<file path="config.mk">
export PLATFORM = sky130hd
export DESIGN_NAME = regfile_sb_flat
export DESIGN_NICKNAME = d
export VERILOG_FILES = /design/src/rtl/mips_pkg.sv /design/src/rtl/regfile_sb_if.sv /design/src/rtl/regfile_sb_rport.sv /design/src/rtl/regfile_sb.sv /design/src/flat_wrapper.sv
export SDC_FILE = /design/constraint.sdc
export NUM_CORES = 2
export LEC_CHECK = 0
export BUFFER_PORTS_ARGS = -buffer_cell sky130_fd_sc_hd__buf_4
export CAP_MARGIN = 20
export CORE_MARGIN = 4
export CORE_UTILIZATION = 55
export DETAILED_ROUTE_END_ITERATION = 8
export PLACE_DENSITY = 0.74
export RECOVER_POWER = 100
export SLEW_MARGIN = 10
export SYNTH_ARGS = -nofsm -noshare
export SYNTH_HDL_FRONTEND = slang
export SYNTH_SLANG_ARGS = --single-unit
</file>
<file path="constraint.sdc">
create_clock -name clk -period 68 [get_ports clk]
set_input_delay 10.2 -clock clk [delete_from_list [all_inputs] [get_ports clk]]
set_output_delay 10.2 -clock clk [all_outputs]
set_load 0.05 [all_outputs]
</file>
<file path="src/rtl/mips_pkg.sv">
// Shared core constants for the MIPS pipeline.
// Register-file geometry and the hardwired zero register index.
package mips_pkg;
  localparam int REG_W    = 32;
  localparam int REG_AW   = 5;
  localparam int REG_ZERO = 0;
endpackage

</file>
<file path="src/rtl/regfile_sb_if.sv">
// Decode-stage register-file bus: read ports, write-back, issue and scoreboard status.
interface regfile_sb_if
  import mips_pkg::*;
#(
  parameter int WIDTH = REG_W,
  parameter int AW    = REG_AW,
  parameter int NRD   = 2
);
  logic [NRD*AW-1:0]    rd_addr;
  logic [NRD*WIDTH-1:0] rd_data;
  logic [NRD-1:0]       rd_busy;
  logic                 we;
  logic [AW-1:0]        wa;
  logic [WIDTH-1:0]     wd;
  logic                 iss_en;
  logic [AW-1:0]        iss_addr;
  logic [AW:0]          pend_cnt;

  modport master (
    output rd_addr, we, wa, wd, iss_en, iss_addr,
    input  rd_data, rd_busy, pend_cnt
  );

  modport slave (
    input  rd_addr, we, wa, wd, iss_en, iss_addr,
    output rd_data, rd_busy, pend_cnt
  );
endinterface

</file>
<file path="src/rtl/regfile_sb_rport.sv">
// One combinational read port: zero-register masking, write-through bypass,
// then the stored value and its pending bit.
module regfile_sb_rport
  import mips_pkg::*;
#(
  parameter int WIDTH    = REG_W,
  parameter int AW       = REG_AW,
  parameter int ZERO_REG = 1
) (
  input  logic [AW-1:0]    addr,
  input  logic             we,
  input  logic [AW-1:0]    wa,
  input  logic [WIDTH-1:0] wd,
  input  logic [WIDTH-1:0] regs [2**AW],
  input  logic [2**AW-1:0] pending,
  output logic [WIDTH-1:0] data,
  output logic             busy
);
  logic zero_hit_s;
  logic bypass_s;

  // Decode the port address and pick zero, bypassed or stored operand.
  always_comb begin
    zero_hit_s = 1'b0;
    bypass_s   = we && (wa == addr);
    data       = regs[addr];
    busy       = pending[addr];
    if (ZERO_REG != 0) begin
      zero_hit_s = (addr == AW'(REG_ZERO));
    end else begin
      zero_hit_s = 1'b0;
    end
    // A dropped zero-register write never bypasses, so the zero check wins.
    if (zero_hit_s) begin
      data = {WIDTH{1'b0}};
      busy = 1'b0;
    end else if (bypass_s) begin
      data = wd;
      busy = 1'b0;
    end else begin
      data = regs[addr];
      busy = pending[addr];
    end
  end
endmodule

</file>
<file path="src/rtl/regfile_sb.sv">
// Multi-read-port register file with write-through bypass, hardwired zero
// register and a per-register pending-write scoreboard.
module regfile_sb
  import mips_pkg::*;
#(
  parameter int WIDTH    = REG_W,
  parameter int AW       = REG_AW,
  parameter int NRD      = 2,
  parameter int ZERO_REG = 1
) (
  input  logic       clk,
  input  logic       reset,
  regfile_sb_if.slave bus
);
  localparam int DEPTH = 2**AW;

  logic [WIDTH-1:0] mem_r [DEPTH];
  logic [DEPTH-1:0] pend_r;
  logic [DEPTH-1:0] pend_nxt_s;
  logic             wr_ok_s;
  logic             iss_ok_s;
  logic [AW:0]      cnt_s;
  logic [WIDTH-1:0] rdata_s [NRD];
  logic             rbusy_s [NRD];

  // Drop writes and issues aimed at the hardwired zero register.
  always_comb begin
    wr_ok_s  = bus.we;
    iss_ok_s = bus.iss_en;
    if (ZERO_REG != 0) begin
      wr_ok_s  = bus.we     && (bus.wa       != AW'(REG_ZERO));
      iss_ok_s = bus.iss_en && (bus.iss_addr != AW'(REG_ZERO));
    end else begin
      wr_ok_s  = bus.we;
      iss_ok_s = bus.iss_en;
    end
  end

  // Next pending vector: an issue on the same edge as a write-back is newer and wins.
  always_comb begin
    pend_nxt_s = pend_r;
    for (int i = 0; i < DEPTH; i++) begin
      pend_nxt_s[i] = (iss_ok_s && (bus.iss_addr == AW'(i))) ? 1'b1 :
                      (wr_ok_s  && (bus.wa       == AW'(i))) ? 1'b0 : pend_r[i];
    end
  end

  // Register storage with asynchronous clear.
  always_ff @(posedge clk or posedge reset) begin
    if (reset) begin
      for (int i = 0; i < DEPTH; i++) begin
        mem_r[i] <= {WIDTH{1'b0}};
      end
    end else if (wr_ok_s) begin
      mem_r[bus.wa] <= bus.wd;
    end
  end

  // Pending-write scoreboard with asynchronous clear.
  always_ff @(posedge clk or posedge reset) begin
    if (reset) begin
      pend_r <= {DEPTH{1'b0}};
    end else begin
      pend_r <= pend_nxt_s;
    end
  end

  // Population count of the registered pending vector.
  always_comb begin
    cnt_s = {(AW+1){1'b0}};
    for (int i = 0; i < DEPTH; i++) begin
      cnt_s = cnt_s + {{AW{1'b0}}, pend_r[i]};
    end
  end

  for (genvar k = 0; k < NRD; k++) begin : g_rport
    regfile_sb_rport #(
      .WIDTH    (WIDTH),
      .AW       (AW),
      .ZERO_REG (ZERO_REG)
    ) u_rport (
      .addr    (bus.rd_addr[k*AW +: AW]),
      .we      (bus.we),
      .wa      (bus.wa),
      .wd      (bus.wd),
      .regs    (mem_r),
      .pending (pend_r),
      .data    (rdata_s[k]),
      .busy    (rbusy_s[k])
    );
  end

  // Pack per-port results onto the bus.
  always_comb begin
    bus.rd_data = {(NRD*WIDTH){1'b0}};
    bus.rd_busy = {NRD{1'b0}};
    for (int k = 0; k < NRD; k++) begin
      bus.rd_data[k*WIDTH +: WIDTH] = rdata_s[k];
      bus.rd_busy[k]                = rbusy_s[k];
    end
    bus.pend_cnt = cnt_s;
  end
endmodule

</file>
<file path="src/flat_wrapper.sv">
// flat-port wrapper written by rule: the top's interface ports become plain ports
module regfile_sb_flat import mips_pkg::*;
#(
  parameter int WIDTH    = REG_W,
  parameter int AW       = REG_AW,
  parameter int NRD      = 2,
  parameter int ZERO_REG = 1
)
  (clk, reset, bus_rd_addr, bus_we, bus_wa, bus_wd, bus_iss_en, bus_iss_addr, bus_rd_data, bus_rd_busy, bus_pend_cnt);
  regfile_sb_if #(.WIDTH(WIDTH), .AW(AW), .NRD(NRD)) bus_i ();
  input  logic clk;
  input  logic reset;
  input wire logic [$bits(bus_i.rd_addr)-1:0] bus_rd_addr;
  input wire logic [$bits(bus_i.we)-1:0] bus_we;
  input wire logic [$bits(bus_i.wa)-1:0] bus_wa;
  input wire logic [$bits(bus_i.wd)-1:0] bus_wd;
  input wire logic [$bits(bus_i.iss_en)-1:0] bus_iss_en;
  input wire logic [$bits(bus_i.iss_addr)-1:0] bus_iss_addr;
  output wire logic [$bits(bus_i.rd_data)-1:0] bus_rd_data;
  output wire logic [$bits(bus_i.rd_busy)-1:0] bus_rd_busy;
  output wire logic [$bits(bus_i.pend_cnt)-1:0] bus_pend_cnt;
  assign bus_i.rd_addr = bus_rd_addr;
  assign bus_i.we = bus_we;
  assign bus_i.wa = bus_wa;
  assign bus_i.wd = bus_wd;
  assign bus_i.iss_en = bus_iss_en;
  assign bus_i.iss_addr = bus_iss_addr;
  assign bus_rd_data = bus_i.rd_data;
  assign bus_rd_busy = bus_i.rd_busy;
  assign bus_pend_cnt = bus_i.pend_cnt;
  regfile_sb #(.WIDTH(WIDTH), .AW(AW), .NRD(NRD), .ZERO_REG(ZERO_REG)) u_core (.clk(clk), .reset(reset), .bus(bus_i));
endmodule
</file>
==> results.json <==
{
  "critical_path.cell_chain": "clkbuf_1 -> clkbuf_1 -> clkbuf_1 -> or4_1 -> o21ai_0 -> nor2_1 -> clkbuf_1",
  "count_of_max_cap_constraint_violations": 64,
  "num_vias": 38927,
  "critical_path_required_ps": 57800,
  "placement.cell_area_sq_um": 59100,
  "grt_setup_unrepaired": "no",
  "gpl.final_weighted_congestion": 0.861,
  "worst_pin_slew_ps": 4870,
  "io_pins": 128,
  "crit_fanout": 52,
  "place.detailed.instances": 5252,
  "post_cts_buffers": 0,
  "dieArea_sq_um": 110000,
  "cts-root-to-sink-buffers": 3,
  "r2r-start": "u_core.mem_r[924]",
  "crit_type": "in2out",
  "grtUsageTotal_pct": 31.8,
  "path_clk_slew_ps": 60,
  "synth_ff_type": "dfrtp_1",
  "synthDominantCellAreaShare_pct": 45.7,
  "routed_wl_mm": 176,
  "startpoint": "bus_rd_addr[5]",
  "hold_viol": 0,
  "number_of_synthesized_register_bits": 1056,
  "worst-endpoint-arrival_ps": 21360,
  "dp.final_hpwl_mm": 102,
  "final_core_utilization_pct": 59.9,
  "port_buffers": 127,
  "finish.cell_count_without_fillers": 5457,
  "syn-mean-instance-area_sq_um": 14.1,
  "router_iterations_before_antenna_repair": 5,
  "route.detailed.wl_per_inst_microns": 32.3,
  "netlist.top_cell.by_area": "dfrtp_1",
  "syn-num-nets": 4195,
  "ys.warnings.count": 0,
  "inserted_clock_buffers": 112,
  "critical_path_source_type": "input port",
  "num-nets-final": 4076,
  "setup-violations-final": 0,
  "standard_cell_core_area_sq_um": 104000,
  "route.antenna.remaining_nets": 0,
  "synthToLayoutAreaGrowth_pct": 7.80,
  "run_status": "finished with violations",
  "power.ir.vdd_worst_uv": 742,
  "cts_tree": "yes",
  "synth.yosys.seq_area_share_pct": 45.7,
  "grt_max_degree": 132,
  "edff_count_synth": 0,
  "drive_gt1_share_pct": 40.8,
  "initial_utilization_pct": 55.6,
  "via_count_of_the_first_global_routing_pass": 40099,
  "failed_checks": "max-capacitance violations, max-slew violations",
  "drc": 0,
  "placement_rows": 118,
  "place_worst_setup_slack_ps": 43540,
  "hp-class": "reg2reg",
  "min_period_ps": 31560,
  "fp.dieW_microns": 332,
  "synth_cells": 4107,
  "number_of_h_tree_levels": 3,
  "cts_num_sinks": 1056,
  "finalPower_mw": 2.29,
  "holdBufCountCts": 0,
  "slew-limit-headroom_pct": -226,
  "drt_iter0_drc": 4582,
  "layout_setup_ws_ps": 36440,
  "cp_capture_type": "primary output",
  "fin_setup_tns_ps": 0,
  "async_flop_share_pct": 100,
  "critical_path.max_stage_delay_ps": 3150,
  "fmax_mhz": 31.7,
  "worst_skew_pair.late_latency_ps": 710,
  "die-height_microns": 332,
  "hold_ws_ps": 398,
  "min-delay-start": "u_core.mem_r[1001]",
  "vias_per_cell": 7.13,
  "leakage_nw": 27.1,
  "final_area_sq_um": 62300,
  "antenna_violations_before_repair": 9,
  "globalRoute.totalOverflow": 0,
  "finalMaxSlewViolations": 2446,
  "clock-skew-final_ps": 0,
  "cts_root_buf": "clkbuf_16",
  "critical_path.most_common_cell": "clkbuf_1",
  "cts_resized": 0,
  "synth_area_sq_um": 57800,
  "total_power_density_per_cell_area_nw_per_um2": 36.8,
  "layout_worst_path_cycle_share_pct": 46.4,
  "cell_variety_after_synth": 68,
  "cpMaxStageDelayCell": "clkbuf_1",
  "synth.top_cells.by_area": "dfrtp_1 46%, mux2_2 18%, mux4_2 17%",
  "grt_pass1_wl_mm": 264
}
layout make-up:
type | instances | area (sq um)
inverter | 60 | 228
multi-input combinational | 2540 | 28900
sequential | 1056 | 26400
tap | 1380 | 1730
clock inverter | 37 | 460
antenna | 5 | 12.5
fill | 8115 | 41700
timing repair buffer | 218 | 1250
clock buffer | 161 | 3310
cell usage in the layout, fill, tap and decap left out, drive strengths merged, types with 47 or more instances in the layout:
cell	instances
dfrtp	1056
o21ai	114
mux2i	217
mux4	435
nand2	152
buf	102
nor2	56
a22oi	49
inv	60
a221oi	47
o22ai	82
clkbuf	277
mux2	963
critical path: cells and delay by family:
family / cells / cell delay, ps
buf+inv: 4 / 9230
compound gates: 1 / 370
simple gates: 2 / 1410
flip-flops by register name, summed over array words and instances (netlist names):
| register | cells |
|---|---|
| u_core.mem_r | 1024 |
| u_core.pend_r | 32 |
synthesized netlist by cell type, types with 40 or more instances:
| cell type | count |
|---|---|
| buf_4 | 40 |
| mux2i_1 | 217 |
| a22o_1 | 40 |
| mux2_2 | 917 |
| dfrtp_1 | 1056 |
| buf_2 | 134 |
| a22oi_1 | 49 |
| nor2_1 | 53 |
| a221oi_1 | 47 |
| inv_1 | 59 |
| nand2_1 | 152 |
| clkbuf_1 | 236 |
| o21ai_0 | 112 |
| mux4_2 | 435 |
| o22ai_1 | 82 |
cells by family (layout without fill, tap and decap cells):
family          count (synthesis)  in the layout  synth area share (%)
mux                          1615           1615                  39.6
flops                        1056           1056                  45.7
xor+xnor                       13             13                 0.197
fa+ha+maj                      32             32                  1.00
other cells                     0              5                     0
buf+inv                       511            476                  4.29
simple gates                  393            393                  3.34
compound gates                487            487                  5.86
routing by layer:
metal | track usage (%) | vias to the layer above | wire length, microns
li1 | - | 15474 | -
met1 | 44.0 | 20551 | 68400
met2 | 47.4 | 2354 | 78400
met3 | 9.31 | 540 | 20700
met4 | 13.6 | 8 | 8590
met5 | 0 | - | 47
worst paths after layout:
check	end	slack [ps]	cells after the start
min reg2reg	u_core.mem_r[1001]	400	0
min	u_core.mem_r[1001]	400	0
max reg2reg	u_core.mem_r[924]	67090	2
min in group asynchronous	u_core.pend_r[0]	10950	2
max	bus_rd_data[62]	36440	7
max in group asynchronous	u_core.mem_r[504]	49100	4
report_power, final:
group | switching [mW] | total [mW] | leakage, nW | internal [mW]
clock | 0.259 | 0.632 | 1.88 | 0.373
sequential | 0.0917 | 0.841 | 13.5 | 0.749
combinational | 0.483 | 0.819 | 11.7 | 0.336
(Power assumes the default switching activity.)
